### src/rtl/uart_tx_serializer_if.sv
// Byte handshake between the DMA TX engine (master) and the UART serializer (slave).
// A byte moves on a rising clock edge where TX_Valid and TX_Ready are both high.
interface uart_tx_serializer_if;
    logic       TX_Valid;
    logic [7:0] TX_Data;
    logic       TX_Ready;

    modport master (output TX_Valid, output TX_Data, input TX_Ready);
    modport slave  (input TX_Valid, input TX_Data, output TX_Ready);
endinterface

### src/rtl/uart_tx_serializer.sv
// UART transmitter producing 8N1 frames: start bit, 8 data bits LSB first, stop bit.
// A one-byte holding register accepts the next byte while the current frame shifts out,
// so consecutive bytes go on the line with no idle gap between them.
// Optional build macro UART_TX_PARITY_EN inserts a parity bit between the data and stop
// bits, with sense set by PARITY_ODD (0 = even, 1 = odd).
module uart_tx_serializer #(
    parameter int CLKS_PER_BIT = 868,
    parameter bit PARITY_ODD   = 1'b0
) (
    input  logic                 Clk,
    input  logic                 Rst_n,
    uart_tx_serializer_if.slave  tx,
    output logic                 TXD,
    output logic                 Busy
);

    localparam int               CNT_W    = (CLKS_PER_BIT > 2) ? $clog2(CLKS_PER_BIT) : 1;
    localparam logic [CNT_W-1:0] CNT_LAST = CNT_W'(CLKS_PER_BIT - 1);

    typedef enum logic [2:0] {
        S_IDLE   = 3'd0,
        S_START  = 3'd1,
        S_DATA   = 3'd2,
        S_PARITY = 3'd3,
        S_STOP   = 3'd4
    } state_t;

    state_t           r_state;
    logic             r_hold_v;
    logic [7:0]       r_hold_data;
    logic [7:0]       r_shift;
    logic [CNT_W-1:0] r_cnt;
    logic [2:0]       r_bit_idx;
    logic             r_txd;

    state_t           w_state_nxt;
    logic             w_hold_v_nxt;
    logic [7:0]       w_hold_data_nxt;
    logic [7:0]       w_shift_nxt;
    logic [CNT_W-1:0] w_cnt_nxt;
    logic [2:0]       w_bit_idx_nxt;
    logic             w_txd_nxt;
    logic             w_bit_end;
    logic             w_accept;
    logic             w_load;

`ifdef UART_TX_PARITY_EN
    logic             r_parity;
    logic             w_parity_nxt;

    // Parity of a byte, optionally inverted for odd sense.
    function automatic logic parity8(input logic [7:0] data, input logic odd);
        return (^data) ^ odd;
    endfunction
`endif

    assign tx.TX_Ready = !r_hold_v;
    assign TXD         = r_txd;
    assign Busy        = (r_state != S_IDLE) || r_hold_v;

    assign w_bit_end = (r_cnt == CNT_LAST);
    assign w_accept  = tx.TX_Valid && !r_hold_v;

    // Next-state, baud timing, shift and holding-register control.
    always_comb begin
        w_state_nxt     = r_state;
        w_hold_v_nxt    = r_hold_v;
        w_hold_data_nxt = r_hold_data;
        w_shift_nxt     = r_shift;
        w_cnt_nxt       = {CNT_W{1'b0}};
        w_bit_idx_nxt   = r_bit_idx;
        w_txd_nxt       = r_txd;
        w_load          = 1'b0;
`ifdef UART_TX_PARITY_EN
        w_parity_nxt    = r_parity;
`endif

        if (r_state != S_IDLE) begin
            w_cnt_nxt = w_bit_end ? {CNT_W{1'b0}} : r_cnt + CNT_W'(1);
        end else begin
            w_cnt_nxt = {CNT_W{1'b0}};
        end

        case (r_state)
            S_IDLE: begin
                w_txd_nxt = 1'b1;
                if (r_hold_v) begin
                    w_load      = 1'b1;
                    w_state_nxt = S_START;
                    w_txd_nxt   = 1'b0;
                end else begin
                    w_state_nxt = S_IDLE;
                end
            end
            S_START: begin
                if (w_bit_end) begin
                    w_state_nxt   = S_DATA;
                    w_bit_idx_nxt = 3'd0;
                    w_txd_nxt     = r_shift[0];
                end else begin
                    w_state_nxt = S_START;
                end
            end
            S_DATA: begin
                if (w_bit_end) begin
                    if (r_bit_idx == 3'd7) begin
`ifdef UART_TX_PARITY_EN
                        w_state_nxt = S_PARITY;
                        w_txd_nxt   = r_parity;
`else
                        w_state_nxt = S_STOP;
                        w_txd_nxt   = 1'b1;
`endif
                    end else begin
                        // The bit now going out is the one that becomes shift[0].
                        w_shift_nxt   = {1'b0, r_shift[7:1]};
                        w_bit_idx_nxt = r_bit_idx + 3'd1;
                        w_txd_nxt     = r_shift[1];
                    end
                end else begin
                    w_state_nxt = S_DATA;
                end
            end
`ifdef UART_TX_PARITY_EN
            S_PARITY: begin
                if (w_bit_end) begin
                    w_state_nxt = S_STOP;
                    w_txd_nxt   = 1'b1;
                end else begin
                    w_state_nxt = S_PARITY;
                end
            end
`endif
            S_STOP: begin
                if (w_bit_end) begin
                    if (r_hold_v) begin
                        // Chain straight into the next frame: no idle cycle on the line.
                        w_load      = 1'b1;
                        w_state_nxt = S_START;
                        w_txd_nxt   = 1'b0;
                    end else begin
                        w_state_nxt = S_IDLE;
                        w_txd_nxt   = 1'b1;
                    end
                end else begin
                    w_state_nxt = S_STOP;
                end
            end
            default: begin
                w_state_nxt = S_IDLE;
                w_txd_nxt   = 1'b1;
            end
        endcase

        // Load only happens with hold_v=1, when TX_Ready is 0, so it never meets an accept.
        if (w_load) begin
            w_shift_nxt   = r_hold_data;
            w_hold_v_nxt  = 1'b0;
            w_bit_idx_nxt = 3'd0;
`ifdef UART_TX_PARITY_EN
            w_parity_nxt  = parity8(r_hold_data, PARITY_ODD);
`endif
        end else if (w_accept) begin
            w_hold_v_nxt    = 1'b1;
            w_hold_data_nxt = tx.TX_Data;
        end else begin
            w_hold_v_nxt = r_hold_v;
        end
    end

    // State and datapath registers with synchronous active-low reset.
    always_ff @(posedge Clk) begin
        if (!Rst_n) begin
            r_state     <= S_IDLE;
            r_hold_v    <= 1'b0;
            r_hold_data <= 8'h00;
            r_shift     <= 8'h00;
            r_cnt       <= {CNT_W{1'b0}};
            r_bit_idx   <= 3'd0;
            r_txd       <= 1'b1;
`ifdef UART_TX_PARITY_EN
            r_parity    <= 1'b0;
`endif
        end else begin
            r_state     <= w_state_nxt;
            r_hold_v    <= w_hold_v_nxt;
            r_hold_data <= w_hold_data_nxt;
            r_shift     <= w_shift_nxt;
            r_cnt       <= w_cnt_nxt;
            r_bit_idx   <= w_bit_idx_nxt;
            r_txd       <= w_txd_nxt;
`ifdef UART_TX_PARITY_EN
            r_parity    <= w_parity_nxt;
`endif
        end
    end

endmodule

### src/flat_wrapper.sv
// flat-port wrapper written by rule: the top's interface ports become plain ports
module uart_tx_serializer_flat 
#(
    parameter int CLKS_PER_BIT = 868,
    parameter bit PARITY_ODD   = 1'b0
)
  (Clk, Rst_n, TXD, Busy, tx_TX_Valid, tx_TX_Data, tx_TX_Ready);
  uart_tx_serializer_if tx_i ();
  input  logic Clk;
  input  logic Rst_n;
  output logic TXD;
  output logic Busy;
  input wire logic [$bits(tx_i.TX_Valid)-1:0] tx_TX_Valid;
  input wire logic [$bits(tx_i.TX_Data)-1:0] tx_TX_Data;
  output wire logic [$bits(tx_i.TX_Ready)-1:0] tx_TX_Ready;
  assign tx_i.TX_Valid = tx_TX_Valid;
  assign tx_i.TX_Data = tx_TX_Data;
  assign tx_TX_Ready = tx_i.TX_Ready;
  uart_tx_serializer #(.CLKS_PER_BIT(CLKS_PER_BIT), .PARITY_ODD(PARITY_ODD)) u_core (.Clk(Clk), .Rst_n(Rst_n), .tx(tx_i), .TXD(TXD), .Busy(Busy));
endmodule
### config.mk
export PLATFORM = sky130hd
export DESIGN_NAME = uart_tx_serializer_flat
export DESIGN_NICKNAME = d
export VERILOG_FILES = /design/src/rtl/uart_tx_serializer_if.sv /design/src/rtl/uart_tx_serializer.sv /design/src/flat_wrapper.sv
export SDC_FILE = /design/constraint.sdc
export NUM_CORES = 1
export LEC_CHECK = 0
export ABC_AREA = 1
export CORE_ASPECT_RATIO = 1.4
export CORE_MARGIN = 2
export CORE_UTILIZATION = 56
export DETAILED_ROUTE_END_ITERATION = 8
export GPL_TIMING_DRIVEN = 1
export HOLD_SLACK_MARGIN = 0.02
export MAX_ROUTING_LAYER = met4
export PLACE_DENSITY = 0.89
export SYNTH_ARGS = -nofsm -noshare
export SYNTH_HDL_FRONTEND = slang
export SYNTH_SLANG_ARGS = --single-unit
### constraint.sdc
create_clock -name Clk -period 3.67 [get_ports Clk]
set_clock_uncertainty 0.2 [all_clocks]
set_input_delay 0.9175 -clock Clk [delete_from_list [all_inputs] [get_ports Clk]]
set_output_delay 0.9175 -clock Clk [all_outputs]
set_load 0.01 [all_outputs]
After elaboration in Yosys (flattened, before gate mapping). Index checks and enable logic that the tools add are counted.

Bits in registers: 34. Input bits: 11. Output and inout port bits: 3.

Mux-type cells: 23. Bitwise logic cells: 3. Equality and inequality tests: 11. Reduce and logical (&&, ||, !) cells: 14. Add/sub/neg operators: 2.

Operator list (number): 2-to-1 mux 8 bit (4); 2-to-1 mux 3 bit (6); one-hot mux 3 bit (4 select lines) (1); adder 10 x 1 -> 10 bit, second input constant (1); equality test 10 bit, second input constant (1); 2-to-1 mux 1 bit (8); != test 2 x 1 -> 1 bit, second input constant (4); equality test 3 bit, second input constant (2); one-hot mux 3 bit (2 select lines) (1); AND reduction 3 bit (2); nonzero test 2 bit (3); one-hot mux 1 bit (4 select lines) (1); AND reduction 4 bit (1); adder 3 x 1 -> 3 bit, second input constant (1); equality test 3 x 1 -> 1 bit, second input constant (1); equality test 3 x 2 -> 1 bit, second input constant (1); logical NOT 3 bit (1); != test 3 bit, second input constant (1); inverter 1 bit (3); nonzero test 3 bit (1); OR reduction 3 bit (1); 2-to-1 mux 2 bit (1); != test 2 bit, second input constant (1); one-hot mux 1 bit (2 select lines) (1); other kinds (5) (5).

Logic depth before layout (Yosys ltp).
Depth in word-level cells: 5. Mapped depth: 11. Gate-level depth less buffers: 10.

Worst setup path before layout. OpenSTA, ideal clock, no wires.

Path kind: register -> output. Start point: register u_core.r_state[0]. End point: output Busy. Slack: 1810 ps. Buffers on the path: 0. Required time: 2553 ps. Arrival time: 742 ps. Stages on the path, launching flop included: 5. Cell sequence: dfxtp_1 -> nor2_1 -> inv_1 -> nor2_1 -> nand2_1.

Word-level cells in the longest chain between the ends: 2.

Ends and longest elaborated chain: start: declaration (RTL line uart_tx_serializer.sv:28) `state_t r_state;`; start signal: assignment (RTL line uart_tx_serializer.sv:185) `r_state <= w_state_nxt;`; nonzero test 3 bit (RTL line uart_tx_serializer.sv:59) `assign Busy = (r_state != S_IDLE) || r_hold_v;`; logical OR 1 bit (RTL line uart_tx_serializer.sv:59); end: declaration (RTL line flat_wrapper.sv:12) `output logic Busy;`.

No other way between the ends.

Worst setup path in the final report.
Start point: register u_core.r_state[1]. End point: output Busy.

The elaborated chain is that of the path after synthesis.

==> results.toml <==
[run_status]
status = "finished clean"

[clock_network]
clockRootBuffer = "clkbuf_8"
tritoncts = "built"
clkSinkCount = 34
postCtsSetupRepairBufs = 0
worstSkewPairLatency_ns = 0.28
cts_resized = 0
clk_pin_slew_ns = 0.07
htree_levels = 2
hold_buffers = 0
cts_buffers = 5
cts_buffer_depth = 2

[synth]
avgSynthCellArea_sq_um = 7.32
synthArstFlopShare_pct = 0
yosysSeqAreaShare_pct = 41.5
ys.flop_type = "dfxtp_1"
yosysTopAreaCell = "dfxtp_1"
synth_top_area_share_pct = 41.5
synth_edf_count = 0
postSynthCellCount = 224
ys_top_cells_by_area = "dfxtp_1, nand2_1, nor2_1"
synth.net_count = 238
ys_seq_elements = 34
synth.most_common_cell = "nand2_1"
yosysWarnings = 0
syn_area_sq_um = 1640
yosys-top-cells-count = "nand2_1, dfxtp_1, nor2_1"
ys_types = 27

[timing]
fin_tns_setup_ns = 0
clock.fmax_ghz = 0.360
min_period_ns = 2.78
layout_worst_path_cycle_share_pct = 75.7
hold_viol = 0
relSlewSlack_pct = 61.1
drv_slew = 0
fin_hold_ws_ns = 0.251
max_slew.worst_pin.slew_ns = 0.582
rsz0062_at_grt = "no"
setup_viol = 0

[detailed_routing]
drc = 0
drtPass1Iterations = 4
dr_total_vias = 1445
drtAntennaViolNets = 0
drtIter0Drc = 64
routed_via_density = 5.24
wl_per_cell_um = 11.3
wl_um = 3110

[die]
fp.dieW_um = 49.7
start_util_pct = 58.1
die_area_sq_um = 3380
rows = 23
core_area_sq_um = 2820
fp.dieH_um = 68.0
pin_count = 14

[layout]
fin_util_pct = 67.1
num-nets-final = 253
drive_above_1_share_pct = 9.21
syn_to_final_growth_pct = 15.5
diodes = 0
instances_no_fill = 276

[pwr]
leakagePower_nw = 0.839
total_power_uw = 841
powerDensity_nw_per_um2 = 444
ir_drop_mv = 0.338

[global_route]
antenna_found_initial = 0
grt_overflow_total = 0
grt_use_total_pct = 21.9
grt_pass1_vias = 1276
grt_start_max_net_pins = 22
grt_pass1_wl_um = 5500

[critical_path]
cp-end-kind = "output port"
crit_top_cell = "nor2_1"
cpPeakStageDelay_ns = 0.48
cp_max_fo = 3
start_kind = "flip-flop"
crit_chain = "nor2_1 -> inv_1 -> nor2_1 -> nand2_1 -> clkdlybuf4s50_1"
crit_required_ns = 2.55
worstSetupPathType = "flip-flop to output port"
cpMaxStageDelayCell = "clkdlybuf4s50_1"
arrival_ns = 1.66

[placed_design]
globalplace.congestion = 0.856
dp.cells = 269
port-buffer-count = 13
hpwl_um = 2290

[flow_run]
drv_cap = 0

[hold_path]
hold_class = "flip-flop to flip-flop"
-- report_power, final --
part | internal [mW] | switching [mW]
logic | 0.0428 | 0.0568
registers | 0.389 | 0.00818
clock network | 0.217 | 0.127
total | 0.649 | 0.192
-- routing by layer --
metal / vias to the layer above / global-route usage, % / share of wire, % / wire [um]
met5: - / - / 0 / 0
met4: 0 / 10.4 / 1.8 / 55
met3: 7 / 5.90 / 3.9 / 121
met2: 33 / 37.8 / 53 / 1650
met1: 654 / 23.4 / 41 / 1280
li1: 751 / - / - / -
-- layout make-up --
type / count / area [sq um]
well taps: 37 / 46.3
clock buffers: 6 / 82.6
clock inverters: 1 / 30.0
fillers: 243 / 927
flip-flops and latches: 34 / 681
inverters: 32 / 120
multi-input cells: 153 / 803
repair buffers: 13 / 130
-- cell usage in the layout (no fill, tap or decap), types with 3 or more instances in the layout --
cell	netlist	routed
nand2_1	42	42
dfxtp_1	34	34
nor2_1	33	33
inv_1	28	28
a21oi_1	19	19
nand3_1	13	13
clkdlybuf4s50_1	0	13
o21ai_0	10	10
nand3b_1	7	7
clkbuf_8	0	6
nor3_1	5	5
inv_2	4	4
nand4_1	4	4
nor2_4	3	3
nand2_4	3	3
ha_1	3	3
-- cells by family after synthesis --
logic type                 after synthesis  share of synthesized area [%]
adders and majority gates                3                           2.29
DFF                                     34                           41.5
buffers and inverters                   37                           9.47
AOI/OAI and AO/OA                       33                           10.6
and+or+nand+nor                        116                           35.6
xor gates and xnor gates                 1                          0.534
-- critical path: cells and delay by family, from the launching register on --
family,cells,cell delay (ns)
buf+inv,2,0.61
simple gates,3,0.45
flops,1,0.32
-- path summary, 6_finish.rpt --
| path | slack, ns | startpoint | cells past startpoint | end |
|---|---|---|---|---|
| max | 0.89 | u_core.r_state[1] | 5 | Busy |
| min | 0.25 | u_core.r_cnt[0] | 1 | u_core.r_cnt[0] |
| max reg2reg | 1.72 | u_core.r_cnt[0] | 10 | u_core.r_shift[1] |
| min reg2reg | 0.25 | u_core.r_cnt[0] | 1 | u_core.r_cnt[0] |
-- stage by stage --
stage | setup WS (ns) | instance area, sq um
after detailed placement | 1.04 | 1780
after CTS | 0.907 | 1890
after global placement | 1.08 | 1780
final | 0.891 | 1890
after floorplan | 1.81 | 1640
after global routing | 0.765 | 1890
-- flip-flops by register name (all words and copies together), names as in the netlist --
| name | count |
|---|---|
| u_core.r_cnt | 10 |
| u_core.r_hold_data | 8 |
| u_core.r_shift | 8 |
| u_core.r_bit_idx | 3 |
| u_core.r_state | 3 |
| u_core.TXD | 1 |
| u_core.r_hold_v | 1 |
(Power assumes the default switching activity.)
